File: src/rtl/mips32_pkg.sv
// Shared types and default widths for the MIPS32 unified-memory arbiter.
package mips32_pkg;

   localparam int unsigned ADDR_W_DEF     = 10;
   localparam int unsigned DATA_W_DEF     = 32;
   localparam int unsigned STARVE_MAX_DEF = 4;

   // Type of access issued to memory in the previous cycle
   typedef enum logic [1:0] {
      IDLE = 2'd0,
      I_RD = 2'd1,
      D_RD = 2'd2,
      D_WR = 2'd3
   } arb_state_e;

   // Map this cycle's grant onto the access type it issues
   function automatic arb_state_e issue_state(input logic gnt_i,
                                              input logic gnt_d,
                                              input logic we);
      arb_state_e s;
      s = IDLE;
      if (gnt_i)      s = I_RD;
      else if (gnt_d) s = we ? D_WR : D_RD;
      return s;
   endfunction

endpackage

File: src/rtl/mips32_arb_starve_cnt.sv
// Fetch starvation counter: counts consecutive denied fetch cycles,
// saturating at STARVE_MAX, cleared whenever fetch is granted.
module mips32_arb_starve_cnt
   import mips32_pkg::*;
#(
   parameter int unsigned STARVE_MAX = STARVE_MAX_DEF
) (
   input  logic clk1,
   input  logic rst_n,
   input  logic i_fetch_req,
   input  logic i_fetch_gnt,
   output logic o_starved_c
);

   localparam int unsigned CNT_W = $clog2(STARVE_MAX + 1);

   logic [CNT_W-1:0] r_cnt;

   // Count denials, saturate at the limit, restart on a fetch grant
   always_ff @(posedge clk1) begin
      if (!rst_n) begin
         r_cnt <= '0;
      end else if (i_fetch_gnt) begin
         r_cnt <= '0;
      end else if (i_fetch_req && (r_cnt != CNT_W'(STARVE_MAX))) begin
         r_cnt <= r_cnt + CNT_W'(1);
      end
   end

   assign o_starved_c = (r_cnt == CNT_W'(STARVE_MAX));

endmodule

File: src/rtl/mips32_mem_arb.sv
// Fetch/data arbiter in front of a single-ported unified memory.
// Data port wins by default; build with MIPS32_ARB_FAIRNESS_EN to let a
// starved fetch win once it has been denied STARVE_MAX cycles in a row.
module mips32_mem_arb
   import mips32_pkg::*;
#(
   parameter int unsigned ADDR_W     = ADDR_W_DEF,
   parameter int unsigned DATA_W     = DATA_W_DEF,
   parameter int unsigned STARVE_MAX = STARVE_MAX_DEF
) (
   input  logic              clk1,
   input  logic              rst_n,
   // fetch port
   input  logic              i_req,
   input  logic [ADDR_W-1:0] i_addr,
   output logic              i_gnt,
   output logic              i_rvalid,
   output logic [DATA_W-1:0] i_rdata,
   // data port
   input  logic              d_req,
   input  logic              d_we,
   input  logic [ADDR_W-1:0] d_addr,
   input  logic [DATA_W-1:0] d_wdata,
   output logic              d_gnt,
   output logic              d_rvalid,
   output logic [DATA_W-1:0] d_rdata,
   // memory port
   output logic              mem_en,
   output logic              mem_we,
   output logic [ADDR_W-1:0] mem_addr,
   output logic [DATA_W-1:0] mem_wdata,
   input  logic [DATA_W-1:0] mem_rdata,
   // pipeline stall
   output logic              stall_if
);

   arb_state_e        r_state;
   arb_state_e        w_state_nxt;
   logic              w_starved;
   logic              w_i_gnt;
   logic              w_d_gnt;
   logic              w_mem_en;
   logic              w_mem_we;
   logic [ADDR_W-1:0] w_mem_addr;
   logic [DATA_W-1:0] w_mem_wdata;
   logic              w_i_rvalid;
   logic              w_d_rvalid;
   logic [DATA_W-1:0] r_i_rdata;
   logic [DATA_W-1:0] r_d_rdata;

   if (STARVE_MAX < 1) begin : g_cfg_chk
      $error("mips32_mem_arb: STARVE_MAX must be at least 1");
   end

`ifdef MIPS32_ARB_FAIRNESS_EN
   mips32_arb_starve_cnt #(
      .STARVE_MAX (STARVE_MAX)
   ) u_starve_cnt (
      .clk1        (clk1),
      .rst_n       (rst_n),
      .i_fetch_req (i_req),
      .i_fetch_gnt (w_i_gnt),
      .o_starved_c (w_starved)
   );
`else
   assign w_starved = 1'b0;
`endif

   // Last-issue state register; reset discards any read in flight
   always_ff @(posedge clk1) begin
      if (!rst_n) r_state <= IDLE;
      else        r_state <= w_state_nxt;
   end

   // Arbitration, memory command and next state for this cycle
   always_comb begin
      w_i_gnt     = 1'b0;
      w_d_gnt     = 1'b0;
      w_mem_en    = 1'b0;
      w_mem_we    = 1'b0;
      w_mem_addr  = '0;
      w_mem_wdata = '0;
      w_state_nxt = IDLE;
      if (rst_n) begin
         if (i_req && (!d_req || w_starved)) begin
            w_i_gnt    = 1'b1;
            w_mem_en   = 1'b1;
            w_mem_addr = i_addr;
         end else if (d_req) begin
            w_d_gnt     = 1'b1;
            w_mem_en    = 1'b1;
            w_mem_we    = d_we;
            w_mem_addr  = d_addr;
            w_mem_wdata = d_wdata;
         end
         w_state_nxt = issue_state(w_i_gnt, w_d_gnt, d_we);
      end
   end

   // Read data is returned in the cycle after issue; masked during reset
   assign w_i_rvalid = rst_n && (r_state == I_RD);
   assign w_d_rvalid = rst_n && (r_state == D_RD);

   // Keep the last delivered word of each port for the idle cycles
   always_ff @(posedge clk1) begin
      if (!rst_n) begin
         r_i_rdata <= '0;
         r_d_rdata <= '0;
      end else begin
         if (w_i_rvalid) r_i_rdata <= mem_rdata;
         if (w_d_rvalid) r_d_rdata <= mem_rdata;
      end
   end

   assign i_gnt     = w_i_gnt;
   assign d_gnt     = w_d_gnt;
   assign mem_en    = w_mem_en;
   assign mem_we    = w_mem_we;
   assign mem_addr  = w_mem_addr;
   assign mem_wdata = w_mem_wdata;
   assign stall_if  = rst_n && i_req && !w_i_gnt;
   assign i_rvalid  = w_i_rvalid;
   assign d_rvalid  = w_d_rvalid;
   assign i_rdata   = w_i_rvalid ? mem_rdata : r_i_rdata;
   assign d_rdata   = w_d_rvalid ? mem_rdata : r_d_rdata;

endmodule
File: config.mk
export PLATFORM = sky130hd
export DESIGN_NAME = mips32_mem_arb
export DESIGN_NICKNAME = d
export VERILOG_FILES = /design/src/rtl/mips32_pkg.sv /design/src/rtl/mips32_arb_starve_cnt.sv /design/src/rtl/mips32_mem_arb.sv
export SDC_FILE = /design/constraint.sdc
export NUM_CORES = 1
export LEC_CHECK = 0
export BUFFER_PORTS_ARGS = -buffer_cell sky130_fd_sc_hd__buf_2
export CAP_MARGIN = 15
export CORE_MARGIN = 3
export CORE_UTILIZATION = 49
export DETAILED_ROUTE_END_ITERATION = 8
export GPL_TIMING_DRIVEN = 0
export HOLD_SLACK_MARGIN = 0.1
export PLACE_DENSITY = 0.93
export RECOVER_POWER = 50
export SYNTH_ARGS = -nofsm -noshare
export SYNTH_HDL_FRONTEND = slang
export SYNTH_HIERARCHICAL = 1
export SYNTH_SLANG_ARGS = --single-unit
File: constraint.sdc
create_clock -name clk1 -period 2.7 [get_ports clk1]
set_clock_uncertainty 0.15 [all_clocks]
set_input_delay 0.27 -clock clk1 [delete_from_list [all_inputs] [get_ports clk1]]
set_output_delay 0.27 -clock clk1 [all_outputs]
set_load 0.05 [all_outputs]
# Word level (Yosys, flattened, before mapping)

Cells that the tools add are included.

Output and inout bits: 113
Register bits after elaboration: 66
Logic and storage cells: 39
Input bits: 89

Multiplexer cells: 23
Bitwise logic cells: 2
Reduce and logical (&&, ||, !) cells: 8
Equal/unequal tests: 2

Operator list:

| operator             | count |
|---|---|
| $mux W32             | 5 |
| $mux W10             | 3 |
| $mux W1              | 15 |
| $logic_and A1 B1 Y1  | 5 |
| $reduce_or A3 Y1     | 1 |
| $eq A2 B1 Y1 const B | 1 |
| $eq A2 B2 Y1 const B | 1 |
| $logic_not A1 Y1     | 2 |
| $not A1 Y1           | 2 |

# Longest topological paths before layout

Depth in word-level cells: 7
Gate-level depth with buffers: 5
Depth with buffers taken out: 3

# Worst setup path before layout

OpenSTA, ideal clock, no wires.

Path kind: input to output
From: in rst_n
To: out mem_addr[1]
Arrival: 1.594 ns
Stages: 4
Required time: 2.280 ns
Buffers on the path: 3
Slack: 0.686 ns
Cell sequence: buf_2 buf_2 clkbuf_1 nor2b_1

Longest elaborated chain between the ends: 1

RTL lines:

| item        | line                 | RTL |
|---|---|---|
| from (decl) | mips32_mem_arb.sv:12 | `input logic rst_n,` |
| $mux W10    | mips32_mem_arb.sv:84 | `if (rst_n) begin` |
| to (decl)   | mips32_mem_arb.sv:30 | `output logic [ADDR_W-1:0] mem_addr,` |

No other way between the ends.

# Worst setup path after layout

From: in rst_n
To: out mem_wdata[1]

Longest elaborated chain between the ends: 1

RTL lines:

| item      | line                 | RTL |
|---|---|---|
| $mux W32  | mips32_mem_arb.sv:84 |  |
| to (decl) | mips32_mem_arb.sv:31 | `output logic [DATA_W-1:0] mem_wdata,` |

No other way between the ends.

==> summary.txt <==
Clocking
  • CTS sink count: 66
  • TritonCTS clock tree: done
  • Post-CTS sizing: 0
  • Clk slew on worst S/H paths: 0.06 ns
  • Htree depth: 3
  • Post-CTS Setup Inserts: 0
  • Max Buffers Root-to-Sink: 2
  • Root Driver: clkbuf_8
  • Hold_buf cts: 33
  • Clk_lat worst skew: 0.33 ns
  • Num CTS Buffers: 9

Synthesis
  • Count leader, synth: nand2_1
  • EDFF count, synth: 0
  • Net Count, Synth: 520
  • Cells after Synth: 431
  • Fraction of the yosys area taken by sequential cells: 34.1%
  • Synth cell count leaders: nand2_1 (129), dfxtp_1 (66), a21boi_0 (64)
  • Syn avg cell area: 9.00 µm²
  • Synth top area share: 34.1%
  • Asr flop ratio synth: 0%
  • Synth warn: 6
  • Synth cell types: 20
  • Dominant cell type by area after synthesis: dfxtp_1
  • Synth top area cells: dfxtp_1 (34%), mux2_4 (22%), nand2_1 (12%), a21boi_0 (12%), and3_1 (5.5%)
  • Synth Flop Type: dfxtp_1
  • Synth Cell Area: 3880 µm²
  • Synthesized flop and latch total: 66

Power and ir drop
  • Final Total Pwr: 2620 µW
  • Lkg Pwr: 0.00290 µW
  • Power per Cell Area: 477 nW/µm²
  • Maximum vdd drop: 0.329 mV

Detailed routing
  • WL/cell: 15.7 µm
  • Via count: 3978
  • Drt via density: 5.12
  • WL final: 12200 µm
  • DRT iter0 DRCs: 139
  • DRT antenna net count: 0
  • Post-route DRC: 0
  • Pre-antenna DRT Iters: 4

Finish
  • Number of diodes: 0
  • Area growth, synth to finish: 41.5%
  • Post-Layout Inst Area: 5490 µm²
  • Share of cells above drive strength 1: 43.2%
  • Final core utilization: 73.7%
  • Final net count: 764

Min path
  • Hold Crit Class: reg -> reg

Setup path
  • Crit path max-delay family: buffers and inverters
  • Slowest stage cell, crit path: clkbuf_1
  • WS Path Type: in -> out
  • Type of origin of the critical path: primary input
  • Critical path peak fanout: 10
  • Crit path buffers/inverters: 4
  • Worst path cell trace: clkbuf_1 -> clkbuf_1 -> clkbuf_1 -> and3_1 -> buf_2
  • Signal arrival time at the worst endpoint: 1.95 ns
  • WP data required: 2.28 ns
  • Setup slack, reg-to-reg: 1.14 ns
  • Most used cell, CP: clkbuf_1
  • CP max stage delay: 0.46 ns
  • CP Capture Type: output port

Timing
  • Final Slew Violations: 0
  • Final setup violation count: 0
  • Slew at the pin closest to its max-slew limit: 0.510 ns
  • F_max: 421 MHz
  • Slew headroom: 66.0%
  • Fin crit share: 88.0%
  • Hold WS: 0.315 ns
  • Final hold vios: 0
  • RSZ-0062 raised after global routing: false
  • Minimum clock period: 2.37 ns
  • Final setup TNS: 0 ns

Place
  • Placed Area: 5000 µm²
  • Port buffer count: 200
  • DP HPWL: 8820 µm
  • Placer Congestion: 0.883

GRT
  • Total track usage: 26.7%
  • Grt ovf: 0
  • First-pass GRT wire length: 18800 µm
  • Vias in the first global route: 3929
  • Largest net degree at the start of global routing: 11
  • Initial antenna violation count: 0

Floorplanning
  • Die ar.: 9020 µm²
  • Die Ht: 95.0 µm
  • Ports: 202
  • Initial Utilization: 52.1%
  • Row cnt: 31
  • Die Wd: 95.0 µm
  • Core Box Area: 7450 µm²

Run status
  • Status: finished clean

Job
  • Max-cap violations: 0
==> report_power, final <==
group | internal [µW] | leakage [µW] | total [µW] | switching (µW)
Sequential | 1020 | 0.000538 | 1040 | 24.3
Clock | 345 | 0.0000810 | 704 | 359
Combinational | 301 | 0.00228 | 873 | 572
==> layer usage <==
layer	global-route usage (%)	vias up	share of wire, %
met5	0	-	0
met4	8.77	0	1.5
met3	4.94	18	5.8
met2	50.0	155	53
met1	30.1	1873	39
li1	-	1932	-
==> final cells by class <==
class	instances	area [µm²]
multi-input cells	324	2340
fillers	582	1960
clock buffers	11	141
flip-flops and latches	66	1320
repair buffers	233	1330
inverters	2	7.51
plain buffers	39	206
well taps	99	124
clock inverters	3	17.5
==> cell families after synthesis <==
| family | Yosys count | synth area share, % |
|---|---|---|
| multiplexers | 64 | 24.2 |
| flip-flops | 66 | 34.1 |
| AO/OA/AOI/OAI | 76 | 14.6 |
| buffers and inverters | 41 | 5.58 |
| AND/OR/NAND/NOR | 184 | 21.5 |
==> sequential cells by signal (all words and copies together) (netlist names) <==
signal / count
r_d_rdata: 32
r_state: 2
r_i_rdata: 32
==> through the flow <==
stage | std cells | worst slack, ns
2_1_floorplan | 431 | 0.686
3_3_place_gp | 730 | 0.723
3_5_place_dp | 730 | 0.713
4_1_cts | 777 | 0.472
5_1_grt | 777 | 0.211
6_report | 777 | 0.325
==> path summary, 6_finish.rpt <==
| path | startpoint | endpoint | cells after the start |
|---|---|---|---|
| worst max-delay path | rst_n | mem_wdata[1] | 5 |
| worst min-delay path | r_i_rdata[28] | r_i_rdata[28] | 2 |
| worst min register to register | r_i_rdata[28] | r_i_rdata[28] | 2 |
| worst max register to register | r_state[0] | r_d_rdata[23] | 4 |
==> worst reg2reg max path, delay by kind of cell, from the launching register on <==
kind                   cells  cell delay (ns)
buffers and inverters      1             0.42
flip-flops                 1             0.36
AO/OA/AOI/OAI              1             0.21
AND/OR/NAND/NOR            2             0.34
==> cell usage in the layout (no fill, tap or decap), drive strengths merged <==
cell type and n:
nand2 131, a21oi 1, o21a 1, nand2b 2, and3 34, nor2b 14
and2 2, dlygate4sd3 33, nor2 1, inv 2, clkbuf 57, a21boi 64
mux2 64, dfxtp 66, clkinv 2, clkinvlp 1, a22oi 10, buf 193
Power figures use the tool's default switching activity.
